## src/rtl/mem_pkg.sv

```systemverilog
// Shared constants and the buffered-store entry type for the data memory
// and the store buffer.
package mem_pkg;
    localparam int unsigned ADDR_W    = 6;
    localparam int unsigned DATA_W    = 16;
    localparam int unsigned MEM_WORDS = 64;

    typedef struct packed {
        logic [ADDR_W-1:0] addr;
        logic [DATA_W-1:0] data;
    } sb_entry_t;
endpackage

```

## src/rtl/store_buffer_if.sv

```systemverilog
// Pipeline-side and memory-side signals of the store buffer.
interface store_buffer_if;
    import mem_pkg::*;

    logic              st_valid;
    logic [ADDR_W-1:0] st_addr;
    logic [DATA_W-1:0] st_data;
    logic              st_ready;
    logic              ld_valid;
    logic [ADDR_W-1:0] ld_addr;
    logic              ld_ready;
    logic [DATA_W-1:0] ld_data;
    logic              empty;
    logic [ADDR_W-1:0] mem_addr;
    logic [DATA_W-1:0] mem_wdata;
    logic              mem_we;
    logic [DATA_W-1:0] mem_rdata;

    modport slave (
        input  st_valid, st_addr, st_data, ld_valid, ld_addr, mem_rdata,
        output st_ready, ld_ready, ld_data, empty, mem_addr, mem_wdata, mem_we
    );

    modport master (
        output st_valid, st_addr, st_data, ld_valid, ld_addr, mem_rdata,
        input  st_ready, ld_ready, ld_data, empty, mem_addr, mem_wdata, mem_we
    );
endinterface

```

## src/rtl/sb_fwd_select.sv

```systemverilog
// Finds the youngest valid buffered store whose address matches the load.
module sb_fwd_select
    import mem_pkg::*;
#(
    parameter int unsigned DEPTH = 4,
    parameter int unsigned PTR_W = $clog2(DEPTH)
) (
    input  sb_entry_t         entries [DEPTH],
    input  logic [DEPTH-1:0]  valid,
    input  logic [PTR_W-1:0]  tail,
    input  logic [ADDR_W-1:0] ld_addr,
    output logic              hit,
    output logic [DATA_W-1:0] data
);
    logic [PTR_W-1:0] idx;

    // Walk oldest to youngest starting at tail; later matches overwrite earlier ones.
    always_comb begin
        hit  = 1'b0;
        data = '0;
        idx  = '0;
        for (int unsigned k = 0; k < DEPTH; k++) begin
            idx = tail + PTR_W'(k);
            if (valid[idx] && entries[idx].addr == ld_addr) begin
                hit  = 1'b1;
                data = entries[idx].data;
            end
        end
    end
endmodule

```

## src/rtl/store_buffer.sv

```systemverilog
// In-order write buffer between the pipeline and the data memory, draining
// when loads leave the memory port idle and forwarding pending store data.
module store_buffer
    import mem_pkg::*;
#(
    parameter int unsigned DEPTH = 4
) (
    input  logic           clk,
    input  logic           rst,
    store_buffer_if.slave  sb
);
    localparam int unsigned PTR_W = $clog2(DEPTH);
    localparam int unsigned CNT_W = PTR_W + 1;
    localparam logic [CNT_W-1:0] FULL = CNT_W'(DEPTH);

    sb_entry_t        entries_q [DEPTH];
    sb_entry_t        entries_d [DEPTH];
    logic [PTR_W-1:0] head_q, head_d;
    logic [PTR_W-1:0] tail_q, tail_d;
    logic [CNT_W-1:0] count_q, count_d;

    logic             not_full;
    logic             push;
    logic             pop;
    logic             ld_grant;
    logic [DEPTH-1:0] valid;
    logic [PTR_W-1:0] rel;
    logic             fwd_hit;
    logic [DATA_W-1:0] fwd_data;

    always_comb begin
        not_full = (count_q != FULL);
        push     = !rst && sb.st_valid && not_full;
        // A full buffer drains even under a load so the stalled load can proceed next cycle.
        pop      = !rst && (count_q != '0) && (!sb.ld_valid || !not_full);
        ld_grant = !rst && sb.ld_valid && not_full;
    end

    always_comb begin
        valid = '0;
        rel   = '0;
        for (int unsigned i = 0; i < DEPTH; i++) begin
            rel      = PTR_W'(i) - head_q;
            valid[i] = ({1'b0, rel} < count_q);
        end
    end

    sb_fwd_select #(.DEPTH(DEPTH)) u_fwd (
        .entries (entries_q),
        .valid   (valid),
        .tail    (tail_q),
        .ld_addr (sb.ld_addr),
        .hit     (fwd_hit),
        .data    (fwd_data)
    );

    always_comb begin
        sb.st_ready  = !rst && not_full;
        sb.ld_ready  = !rst && not_full;
        sb.empty     = (count_q == '0);
        sb.mem_we    = pop;
        sb.mem_wdata = entries_q[head_q].data;
        sb.mem_addr  = entries_q[head_q].addr;
        if (!pop && ld_grant) begin
            sb.mem_addr = sb.ld_addr;
        end
        sb.ld_data   = fwd_hit ? fwd_data : sb.mem_rdata;
    end

    always_comb begin
        entries_d = entries_q;
        head_d    = head_q;
        tail_d    = tail_q;
        count_d   = count_q;
        if (push) begin
            entries_d[tail_q] = '{addr: sb.st_addr, data: sb.st_data};
            tail_d            = tail_q + 1'b1;
        end
        if (pop) begin
            head_d = head_q + 1'b1;
        end
        case ({push, pop})
            2'b10:   count_d = count_q + CNT_W'(1);
            2'b01:   count_d = count_q - CNT_W'(1);
            default: count_d = count_q;
        endcase
    end

    always_ff @(posedge clk) begin
        if (rst) begin
            head_q  <= '0;
            tail_q  <= '0;
            count_q <= '0;
        end else begin
            head_q  <= head_d;
            tail_q  <= tail_d;
            count_q <= count_d;
        end
    end

    always_ff @(posedge clk) begin
        entries_q <= entries_d;
    end
endmodule

```

## src/flat_wrapper.sv

```systemverilog
// flat-port wrapper written by rule: the top's interface ports become plain ports
module store_buffer_flat import mem_pkg::*;
#(
    parameter int unsigned DEPTH = 4
)
  (clk, rst, sb_st_valid, sb_st_addr, sb_st_data, sb_ld_valid, sb_ld_addr, sb_mem_rdata, sb_st_ready, sb_ld_ready, sb_ld_data, sb_empty, sb_mem_addr, sb_mem_wdata, sb_mem_we);
  store_buffer_if sb_i ();
  input  logic clk;
  input  logic rst;
  input wire logic [$bits(sb_i.st_valid)-1:0] sb_st_valid;
  input wire logic [$bits(sb_i.st_addr)-1:0] sb_st_addr;
  input wire logic [$bits(sb_i.st_data)-1:0] sb_st_data;
  input wire logic [$bits(sb_i.ld_valid)-1:0] sb_ld_valid;
  input wire logic [$bits(sb_i.ld_addr)-1:0] sb_ld_addr;
  input wire logic [$bits(sb_i.mem_rdata)-1:0] sb_mem_rdata;
  output wire logic [$bits(sb_i.st_ready)-1:0] sb_st_ready;
  output wire logic [$bits(sb_i.ld_ready)-1:0] sb_ld_ready;
  output wire logic [$bits(sb_i.ld_data)-1:0] sb_ld_data;
  output wire logic [$bits(sb_i.empty)-1:0] sb_empty;
  output wire logic [$bits(sb_i.mem_addr)-1:0] sb_mem_addr;
  output wire logic [$bits(sb_i.mem_wdata)-1:0] sb_mem_wdata;
  output wire logic [$bits(sb_i.mem_we)-1:0] sb_mem_we;
  assign sb_i.st_valid = sb_st_valid;
  assign sb_i.st_addr = sb_st_addr;
  assign sb_i.st_data = sb_st_data;
  assign sb_i.ld_valid = sb_ld_valid;
  assign sb_i.ld_addr = sb_ld_addr;
  assign sb_i.mem_rdata = sb_mem_rdata;
  assign sb_st_ready = sb_i.st_ready;
  assign sb_ld_ready = sb_i.ld_ready;
  assign sb_ld_data = sb_i.ld_data;
  assign sb_empty = sb_i.empty;
  assign sb_mem_addr = sb_i.mem_addr;
  assign sb_mem_wdata = sb_i.mem_wdata;
  assign sb_mem_we = sb_i.mem_we;
  store_buffer #(.DEPTH(DEPTH)) u_core (.clk(clk), .rst(rst), .sb(sb_i));
endmodule
```

## config.mk

```make
export PLATFORM = sky130hd
export DESIGN_NAME = store_buffer_flat
export DESIGN_NICKNAME = d
export VERILOG_FILES = /design/src/rtl/mem_pkg.sv /design/src/rtl/store_buffer_if.sv /design/src/rtl/sb_fwd_select.sv /design/src/rtl/store_buffer.sv /design/src/flat_wrapper.sv
export SDC_FILE = /design/constraint.sdc
export NUM_CORES = 1
export LEC_CHECK = 0
export BUFFER_PORTS_ARGS = -buffer_cell sky130_fd_sc_hd__buf_2
export CORE_ASPECT_RATIO = 1.4
export CORE_MARGIN = 2
export CORE_UTILIZATION = 56
export CTS_CLUSTER_DIAMETER = 150
export CTS_CLUSTER_SIZE = 20
export DETAILED_ROUTE_END_ITERATION = 8
export HOLD_SLACK_MARGIN = 0.05
export PLACE_DENSITY = 0.76
export SKIP_CTS_REPAIR_TIMING = 1
export SLEW_MARGIN = 25
export SYNTH_ARGS = -nofsm -noshare
export SYNTH_HDL_FRONTEND = slang
export SYNTH_SLANG_ARGS = --single-unit
```

## constraint.sdc

```tcl
create_clock -name clk -period 6.6 [get_ports clk]
set_clock_uncertainty 0.15 [all_clocks]
set_input_delay 1.98 -clock clk [delete_from_list [all_inputs] [get_ports clk]]
set_output_delay 1.98 -clock clk [all_outputs]
set_load 0.03 [all_outputs]
```

==> results of run 1 <==
==> layout make-up <==
type,instances,area [um^2]
fill,865,4178
timing repair buffer,111,623.1
multi-input combinational,285,3865
inverter,9,33.78
clock buffer,10,229.0
tap,147,183.9
sequential,95,2789
clock inverter,6,36.28
==> state kept, by name, indices dropped and copies added, names as in the netlist <==
register          flops
u_core.count_q        3
u_core.entries_q     88
u_core.tail_q         2
u_core.head_q         2
==> worst reg2reg max path, cell delays in order (launching register included) <==
cell and delay (ns):
dfxtp_4 0.34, buf_4 0.69, buf_4 0.72, ha_1 0.27
and3_1 0.62, buf_4 0.36
==> through the flow <==
step | total power, mW | util [%] | hold slack (ns) | cell area [um^2]
6_report | 2.165 | 65.00 | 0.4242 | 7760
5_1_grt | 2.272 | 65.00 | 0.5007 | 7760
4_1_cts | 2.174 | 64.94 | 0.4296 | 7752
3_5_place_dp | 1.706 | 62.72 | 0.4143 | 7487
3_3_place_gp | 1.683 | 62.72 | 0.3844 | 7487
2_1_floorplan | 1.480 | - | 0.3542 | 6882
==> placed cells by master, fill, tap and decap left out, drive strengths merged, types with 2 or more instances in the layout <==
| master | instances |
|---|---|
| nor4 | 2 |
| mux2 | 6 |
| buf | 111 |
| xor2 | 2 |
| nor3 | 5 |
| dfxtp | 7 |
| edfxtp | 88 |
| clkbuf | 10 |
| xnor2 | 28 |
| ha | 9 |
| clkinv | 3 |
| a22oi | 16 |
| a2111oi | 8 |
| nor2b | 2 |
| a221oi | 16 |
| clkinvlp | 2 |
| and3 | 4 |
| nand2 | 9 |
| a21oi | 8 |
| nor2 | 28 |
| nand4 | 3 |
| and2 | 2 |
| inv | 10 |
| o31ai | 17 |
| mux4 | 110 |
==> layer usage <==
layer	GRT usage (%)	routed length, um	part of all wire [%]
met5	0	0	0
met4	10.19	393	2.4
met3	3.251	927	5.6
met2	47.55	9259	56
met1	31.76	5964	36
==> power by group through the flow <==
| stage | logic, mW | clock network (mW) | registers (mW) |
|---|---|---|---|
| finish | 0.951 | 0.468 | 0.747 |
| global route | 1.02 | 0.501 | 0.751 |
| CTS | 0.953 | 0.475 | 0.745 |
| detailed placement | 0.948 | 0 | 0.758 |
| global placement | 0.930 | 0 | 0.753 |
| floorplan | 0.751 | 0 | 0.729 |
==> cell families (layout without fill, tap and decap cells) <==
family | count (synthesis) | in the layout | share of synthesized area, %
xor gates and xnor gates | 30 | 30 | 3.818
muxes | 116 | 116 | 36.98
AOI/OAI and AO/OA | 69 | 69 | 8.891
and+or+nand+nor | 60 | 60 | 4.382
adders and majority gates | 10 | 10 | 1.927
DFF | 95 | 95 | 40.44
buffers and inverters | 56 | 136 | 3.564
==> worst max-delay path by stage <==
stage               slack [ns]  depth (start not counted)             end                     startpoint
floorplan                 0.01                          9  sb_ld_data[14]                  sb_ld_addr[2]
global placement          0.21                         10  sb_ld_data[14]                  sb_ld_addr[2]
detailed placement        0.11                         10  sb_ld_data[14]                  sb_ld_addr[3]
CTS                       0.11                         10  sb_ld_data[14]                  sb_ld_addr[3]
global route              0.02                         10  sb_ld_data[14]  u_core.tail_q[0]$_SDFFE_PP0P_
finish                    0.17                         10  sb_ld_data[14]                  sb_ld_addr[3]
==> results.cfg, run 1 <==
[setup_path]
cp_max_fo = 16
worst_ep_arrival_time_ns = 4.30
cp_slowest_stage_delay_ns = 0.44
crit_required_ns = 4.47
slowest_stage = a2111oi_1
critPathLaunchType = input pin
crit_path_cell_trace = buf_2, xnor2_1, nand4_1, a2111oi_1, buf_4, nor2b_1, buf_12, a221oi_1, o31ai_1, buf_2
worstPathBufferInverterCount = 4
criticalPathCategory = in2out
reg2reg_depth = 5
cp_common_cell = buf_2
r2r-start = u_core.tail_q[0]$_SDFFE_PP0P_
rrSetupSlack_ns = 3.14
endpoint_kind = output port
r2r-end = u_core.entries_q[4]$_DFFE_PP_
critPathTopFamily = compound AO/OA/AOI/OAI gates

[route]
num_vias = 4714
antenna_left = 0
detailedRoute.firstIterationViolations = 385
routedWlPerCell_um = 24.95
routed_via_density = 7.110
drt_first_pass_iters = 4
wirelength_um = 16550
remaining_drc_errors = 0

[hold_path]
hold_start = u_core.count_q[1]$_SDFFE_PP0P_
hold_path.class = reg2reg
hold_path_end = u_core.count_q[1]$_SDFFE_PP0P_
whs_path_depth = 2

[job]
max_cap_violations = 0

[logic_synthesis]
postSynthRegisterBits = 95
synth_edf_count = 88
yosys_most_used_dff = edfxtp_1
synthesis.nets = 494
synth_area_per_cell_um2 = 15.78
synth.distinct_cells = 40
synth_commonest_cells = 110 x mux4_2, 88 x edfxtp_1, 28 x nor2_1, 28 x xnor2_1, 25 x clkbuf_1
ys_warn_count = 0
synthTopCellsByArea = edfxtp_1 38%, mux4_2 36%, xnor2_1 3.6%, a221oi_1 2.0%, dfxtp_1 2.0%
syn_inst = 436
yosys.cell_count.top_type = mux4_2
syn_area_um2 = 6882
synthArstFlopShare_pct = 0
synth_top_area_share_pct = 38.40
synth_top_cell_by_area = edfxtp_1
yosysSeqAreaShare_pct = 40.44

[cells_and_area]
layout.nets = 569
antennaDiodeCount = 0
layoutNonFillerInstCount = 663
drive_above_1_share_pct = 49.81
syn_to_final_growth_pct = 12.76

[pwr]
p_switching_uw = 788.3
p_seq_share_pct = 34.5
p_leak_nw = 2.442
p_int_mw = 1.377
powerDensity_nw_per_um2 = 279.0
combPwrFrac_pct = 43.9
p_clk_share_pct = 21.6
peakVddDrop_mv = 0.1817
p_sw_share_pct = 36.41

[timing]
setup_tns_ns = 0
fmax_mhz = 155.5
finalSetupViolCount = 0
worst_pin_slew_ns = 0.9037
rsz0062_at_grt = no
period_needed_ns = 6.430
setup_ws_ns = 0.1703
report.final.slew_viol_count = 0
hold_viol = 0
max-slew-margin-rel_pct = 39.76
finalCritPeriodShare_pct = 97.42

[floorplan]
fp-row-count = 47
core_area_um2 = 11940
fp.dieArea_um2 = 13200
fp.dieH_um = 135.2
start_util_pct = 57.65
ios = 90
die_w_um = 97.69

[cts]
htreeDepth = 3
worstSkewPairLatency_ns = 0.34
cts_sinks = 95
numCtsBuffers = 9
clkTransAtPathRegs_ns = 0.06
cts_root_buffer = clkbuf_16
cts_tree = built
cts_buffer_depth = 2

[global_routing]
antenna_found_initial = 0
grt.overflow.total = 0
grt_pass1_vias = 4726
grt_pass1_wl_um = 26050
grt_usage_pct = 26.08
grt_max_degree = 60

[place]
place_ws_ns = 0.1056
post-place-cells = 646
portBuffers = 89
place.gp.congestion = 0.8331
dp_hpwl_um = 11320

[status]
status = complete, no violations
(Power assumes the default switching activity.)
==> run 2, diff against run 1 <==
--- a/config.mk
+++ b/config.mk
@@ -7,7 +7,7 @@
 export LEC_CHECK = 0
 export BUFFER_PORTS_ARGS = -buffer_cell sky130_fd_sc_hd__buf_2
 export CORE_ASPECT_RATIO = 1.4
-export CORE_MARGIN = 2
+export CORE_MARGIN = 5
 export CORE_UTILIZATION = 56
 export CTS_CLUSTER_DIAMETER = 150
 export CTS_CLUSTER_SIZE = 20
==> results.cfg, run 2 (same netlist as run 1, synthesis figures left out) <==
[timing]
finalCritPeriodShare_pct = 97.30
whs_ns = 0.4132
rsz0062_at_grt = no
max-slew-margin-rel_pct = 44.45
hold_viol = 0
setup_tns_ns = 0
report.final.slew_viol_count = 0
setup_ws_ns = 0.1783
fmax_mhz = 155.7
finalSetupViolCount = 0
worst_pin_slew_ns = 0.8333
period_needed_ns = 6.422

[floorplan]
ios = 90
core_area_um2 = 12190
die_w_um = 103.7
fp.dieH_um = 141.2
start_util_pct = 56.44
fp-row-count = 48
fp.dieArea_um2 = 14640

[route]
routedWlPerCell_um = 25.65
antenna_left = 0
num_vias = 4765
routed_via_density = 7.165
wirelength_um = 17060
drt_first_pass_iters = 5
remaining_drc_errors = 0
detailedRoute.firstIterationViolations = 464

[place]
portBuffers = 89
place_ws_ns = 0.2371
post-place-cells = 648
place.gp.congestion = 0.8235
placed_area_um2 = 7483
dp_hpwl_um = 11570

[cts]
cts_tree = built
worstSkewPairLatency_ns = 0.35
clkTransAtPathRegs_ns = 0.07
cts_root_buffer = clkbuf_16
numCtsBuffers = 9
cts_sinks = 95
htreeDepth = 3
cts_buffer_depth = 2

[setup_path]
worst_ep_arrival_time_ns = 4.29
endpoint_kind = output port
cp_max_fo = 11
critPathLaunchType = input pin
criticalPathCategory = in2out
crit_required_ns = 4.47

[cells_and_area]
drive_above_1_share_pct = 50.29
layout_common_cells = 110 x mux4_2, 89 x buf_2, 88 x edfxtp_1, 28 x xnor2_1, 28 x nor2_1
antennaDiodeCount = 0
reg.largest.list = u_core.entries_q: 88 flops, u_core.count_q: 3 flops
layoutNonFillerInstCount = 665
design_area_um2 = 7786
utilization_pct = 63.86
final_common_cell = mux4_2
multi_input_area_um2 = 3866
top_register = u_core.entries_q
syn_to_final_growth_pct = 13.15
seq_area_um2 = 2789
largest_reg_flops = 88
layout.nets = 568
filler_cell_count = 902

[pwr]
powerDensity_nw_per_um2 = 281.2
p_seq_share_pct = 34.6
peakVddDrop_mv = 0.1710
p_switching_uw = 812.4
finalPower_mw = 2.189
p_clk_share_pct = 22.8
p_leak_nw = 2.460
p_sw_share_pct = 37.11
p_int_mw = 1.377
combPwrFrac_pct = 42.6

[global_routing]
grt_max_degree = 50
grt_pass1_vias = 4892
use_met1_pct = 27.09
grt_pass1_wl_um = 26560
antenna_found_initial = 0
use_met2_pct = 42.10
grt.overflow.total = 0
grt_usage_pct = 23.42
grt_busiest_layer = met2
grt_use_met3_pct = 5.634

[job]
max_cap_violations = 0

[status]
status = complete, no violations

[hold_path]
hold_path.class = reg2reg
[run 2: final timing paths]
kind	end	start	slack (ns)	cells past startpoint
max	sb_ld_data[2]	sb_ld_addr[3]	0.18	10
min	u_core.count_q[1]$_SDFFE_PP0P_	u_core.count_q[1]$_SDFFE_PP0P_	0.41	2
max reg2reg	u_core.entries_q[57]$_DFFE_PP_	u_core.tail_q[0]$_SDFFE_PP0P_	3.16	5
min reg2reg	u_core.count_q[1]$_SDFFE_PP0P_	u_core.count_q[1]$_SDFFE_PP0P_	0.41	2
[run 2: power by group through the flow]
stage	clock, mW	combinational [mW]	sequential (mW)
6_report	0.499	0.933	0.757
3_3_place_gp	0	0.905	0.767
5_1_grt	0.533	1.00	0.763
4_1_cts	0.506	0.931	0.760
3_5_place_dp	0	0.923	0.773
2_1_floorplan	0	0.751	0.729
[run 2: final cells by class]
| type | count | share of cell area, % |
|---|---|---|
| Sequential cell | 95 | 35.82 |
| Multi-Input combinational cell | 285 | 49.65 |
| Clock buffer | 9 | 2.892 |
| Tap cell | 150 | 2.410 |
| Inverter | 9 | 0.4339 |
| Timing Repair Buffer | 110 | 8.003 |
| Clock inverter | 7 | 0.7874 |
[run 2: worst max-delay path, stage by stage]
cell and delay [ns]:
buf_2 0.14, xnor2_1 0.22, nand4_1 0.16, a2111oi_1 0.40, buf_4 0.20, nor2b_1 0.20, buf_4 0.24, a221oi_1 0.11
o31ai_1 0.37, buf_2 0.27
[run 2: metal layers]
layer	wire, um	share of wire (%)	vias to the layer above
met2	9308	55	253
met5	0	0	-
met1	5850	34	2450
li1	-	-	2026
met4	427	2.5	0
met3	1473	8.6	36
==> run 3, diff against run 2 <==
--- a/config.mk
+++ b/config.mk
@@ -6,7 +6,7 @@
 export NUM_CORES = 1
 export LEC_CHECK = 0
 export BUFFER_PORTS_ARGS = -buffer_cell sky130_fd_sc_hd__buf_2
-export CORE_ASPECT_RATIO = 1.4
+export CORE_ASPECT_RATIO = 1.75
 export CORE_MARGIN = 5
 export CORE_UTILIZATION = 56
 export CTS_CLUSTER_DIAMETER = 150
@@ -15,7 +15,8 @@
 export HOLD_SLACK_MARGIN = 0.05
 export PLACE_DENSITY = 0.76
 export SKIP_CTS_REPAIR_TIMING = 1
-export SLEW_MARGIN = 25
+export SLEW_MARGIN = 5
 export SYNTH_ARGS = -nofsm -noshare
 export SYNTH_HDL_FRONTEND = slang
+export SYNTH_HIERARCHICAL = 1
 export SYNTH_SLANG_ARGS = --single-unit
==> results.cfg, run 3 <==
[pwr]
powerDensity_nw_per_um2 = 279.4
p_clk_share_pct = 23.8
p_leak_nw = 2.758
p_int_mw = 1.410
p_switching_uw = 786.6
combPwrFrac_pct = 40.2
peakVddDrop_mv = 0.2041
p_seq_share_pct = 36.0
p_sw_share_pct = 35.81

[floorplan]
die_w_um = 91.65
start_util_pct = 56.73
fp-row-count = 52
core_area_um2 = 11520
fp.dieH_um = 152.9
fp.dieArea_um2 = 14010
ios = 90

[setup_path]
endpoint_kind = output port
cp_max_fo = 7
reg2reg_depth = 4
cp-startpoint = sb_ld_addr[4]
crit_path_end = sb_ld_data[6]
rrSetupSlack_ns = 3.47
r2r-end = u_core/entries_q[6]$_DFFE_PP_
criticalPathCategory = in2out
worst_ep_arrival_time_ns = 4.48
crit_required_ns = 4.47
critPathLaunchType = input pin
r2r-start = u_core/tail_q[1]$_SDFFE_PP0P_

[cells_and_area]
multi_input_area_um2 = 3632
seq_area_um2 = 2789
syn_to_final_growth_pct = 20.36
antennaDiodeCount = 0
layout_common_cells = 88 x edfxtp_1, 72 x buf_2, 70 x mux2i_1, 27 x a21oi_1
layout.nets = 665
reg.largest.list = u_core/entries_q: 88 flops, u_core/count_q: 3 flops
final_common_cell = edfxtp_1
top_register = u_core/entries_q
layoutNonFillerInstCount = 747
utilization_pct = 68.27
drive_above_1_share_pct = 40.03
filler_cell_count = 828
largest_reg_flops = 88

[logic_synthesis]
yosysSeqAreaShare_pct = 42.60
synth_top_cell_by_area = edfxtp_1
yosys.cell_count.top_type = edfxtp_1
synth_edf_count = 88
synth_commonest_cells = 88 x edfxtp_1, 70 x mux2i_1, 38 x mux2_2, 27 x a21oi_1, 25 x o21ai_0
synth_top_area_share_pct = 40.45
synthTopCellsByArea = edfxtp_1 40%, mux2i_1 11%, mux4_2 8.3%, mux2_2 6.6%, xor2_1 2.3%
syn_inst = 513
postSynthRegisterBits = 95
ys_warn_count = 6
synthesis.nets = 571
syn_area_um2 = 6533
synthArstFlopShare_pct = 0
synth.distinct_cells = 67
synth_area_per_cell_um2 = 12.73
yosys_most_used_dff = edfxtp_1

[route]
routedWlPerCell_um = 22.65
num_vias = 4855
antenna_left = 0
remaining_drc_errors = 0
wirelength_um = 16920
detailedRoute.firstIterationViolations = 343
routed_via_density = 6.499
drt_first_pass_iters = 4

[cts]
cts_buffer_depth = 2
cts_sinks = 95
worstSkewPairLatency_ns = 0.34
numCtsBuffers = 9
clkTransAtPathRegs_ns = 0.06
cts_tree = built
cts_root_buffer = clkbuf_16
htreeDepth = 3

[timing]
finalSetupViolCount = 1
period_needed_ns = 6.613
report.final.slew_viol_count = 0
max-slew-margin-rel_pct = 33.69
setup_ws_ns = -0.01267
finalCritPeriodShare_pct = 100.2
worst_pin_slew_ns = 0.9946
fmax_mhz = 151.2
hold_viol = 0
rsz0062_at_grt = yes

[global_routing]
grt.overflow.total = 0
grt_pass1_wl_um = 25040
grt_max_degree = 65
antenna_found_initial = 1
grt_pass1_vias = 5126
grt_usage_pct = 22.81

[status]
status = finished with violations
violations = setup timing

[place]
post-place-cells = 721
place.gp.congestion = 0.8689
portBuffers = 89
dp_hpwl_um = 11210

[hold_path]
hold_path.class = reg2reg

[job]
max_cap_violations = 0
-- run 3: changes by cell type in the layout (fill, tap and decap cells not counted), moves of 9 or more --
cell / previous run / this run
nor2_1: 28 / 16
a21oi_1: 8 / 27
mux2i_1: 0 / 70
o32a_1: 0 / 13
mux4_2: 110 / 24
buf_6: 0 / 22
xor2_1: 2 / 14
mux2_2: 6 / 22
buf_2: 89 / 72
o21ai_0: 1 / 24
o31ai_2: 9 / 0
xnor2_1: 28 / 16
mux2_4: 0 / 16
a22oi_1: 16 / 1
-- run 3: final cells by class --
class	instances	area share, %
inverters	12	0.5729
flip-flops and latches	95	35.47
clock inverters	3	0.2705
multi-input cells	365	46.20
clock buffers	13	3.724
well taps	135	2.148
repair buffers	124	11.62
-- run 3: stage by stage --
stage                     setup TNS (ns)  hold slack, ns  power, mW  worst slack, ns  cell area, um^2
final                           -0.01267          0.4272      2.197         -0.01267             7863
after global routing             -0.4202          0.4753      2.302         -0.03987             7863
after CTS                         -2.055          0.4305      2.154          -0.1665             7413
after detailed placement          -1.895          0.4219      1.631          -0.1524             7099
after global placement            -1.620          0.4027      1.603          -0.1332             7099
after floorplan                 -0.08160          0.3501      1.444         -0.01361             6544
-- run 3: critical path, stage by stage --
cell and delay (ns):
buf_6 0.10, xor2_2 0.13, or4b_4 0.52, a211o_1 0.29, a2bb2o_4 0.25, mux2_4 0.24
buf_12 0.15, nor2_2 0.05, o32a_1 0.36, mux2_4 0.27, buf_6 0.14
-- run 3: power by group through the flow --
stage / Combinational [mW] / Clock [mW] / Sequential (mW)
finish: 0.884 / 0.522 / 0.791
global route: 0.942 / 0.561 / 0.799
CTS: 0.832 / 0.532 / 0.790
detailed placement: 0.828 / 0 / 0.803
global placement: 0.806 / 0 / 0.797
floorplan: 0.706 / 0 / 0.738
-- run 3: cells by family (layout without fill, tap and decap cells) --
kind of cell / count (synthesis) / count (layout) / share of synthesized area (%)
buffers and inverters: 53 / 152 / 4.827
XOR/XNOR: 33 / 33 / 4.424
multiplexers: 134 / 134 / 25.90
adder cells (fa/ha/maj): 10 / 10 / 2.030
AO/OA/AOI/OAI: 109 / 109 / 12.49
AND/OR/NAND/NOR: 79 / 79 / 7.738
flip-flops: 95 / 95 / 42.60
-- run 3: how the worst min path moves through the flow --
stage                                         startpoint                        endpoint  slack [ns]  cells after the start
after CTS                 u_core/count_q[2]$_SDFFE_PP0P_  u_core/count_q[2]$_SDFFE_PP0P_        0.43                      2
after detailed placement  u_core/count_q[2]$_SDFFE_PP0P_  u_core/count_q[2]$_SDFFE_PP0P_        0.42                      2
after global placement    u_core/count_q[2]$_SDFFE_PP0P_  u_core/count_q[2]$_SDFFE_PP0P_        0.40                      2
after global routing      u_core/count_q[2]$_SDFFE_PP0P_  u_core/count_q[2]$_SDFFE_PP0P_        0.48                      2
final                     u_core/count_q[2]$_SDFFE_PP0P_  u_core/count_q[2]$_SDFFE_PP0P_        0.43                      2
after floorplan            u_core/tail_q[0]$_SDFFE_PP0P_   u_core/tail_q[0]$_SDFFE_PP0P_        0.35                      1
-- run 3: routing by layer --
metal  wire, um  part of all wire [%]  track usage [%]  vias up
li1           -                     -                -     2198
met1       5759                    34            23.44     2413
met2       9556                    56            42.06      194
met3       1038                   6.1            4.181       48
met4        554                   3.3            13.53        2
met5          7                 0.041                0        -
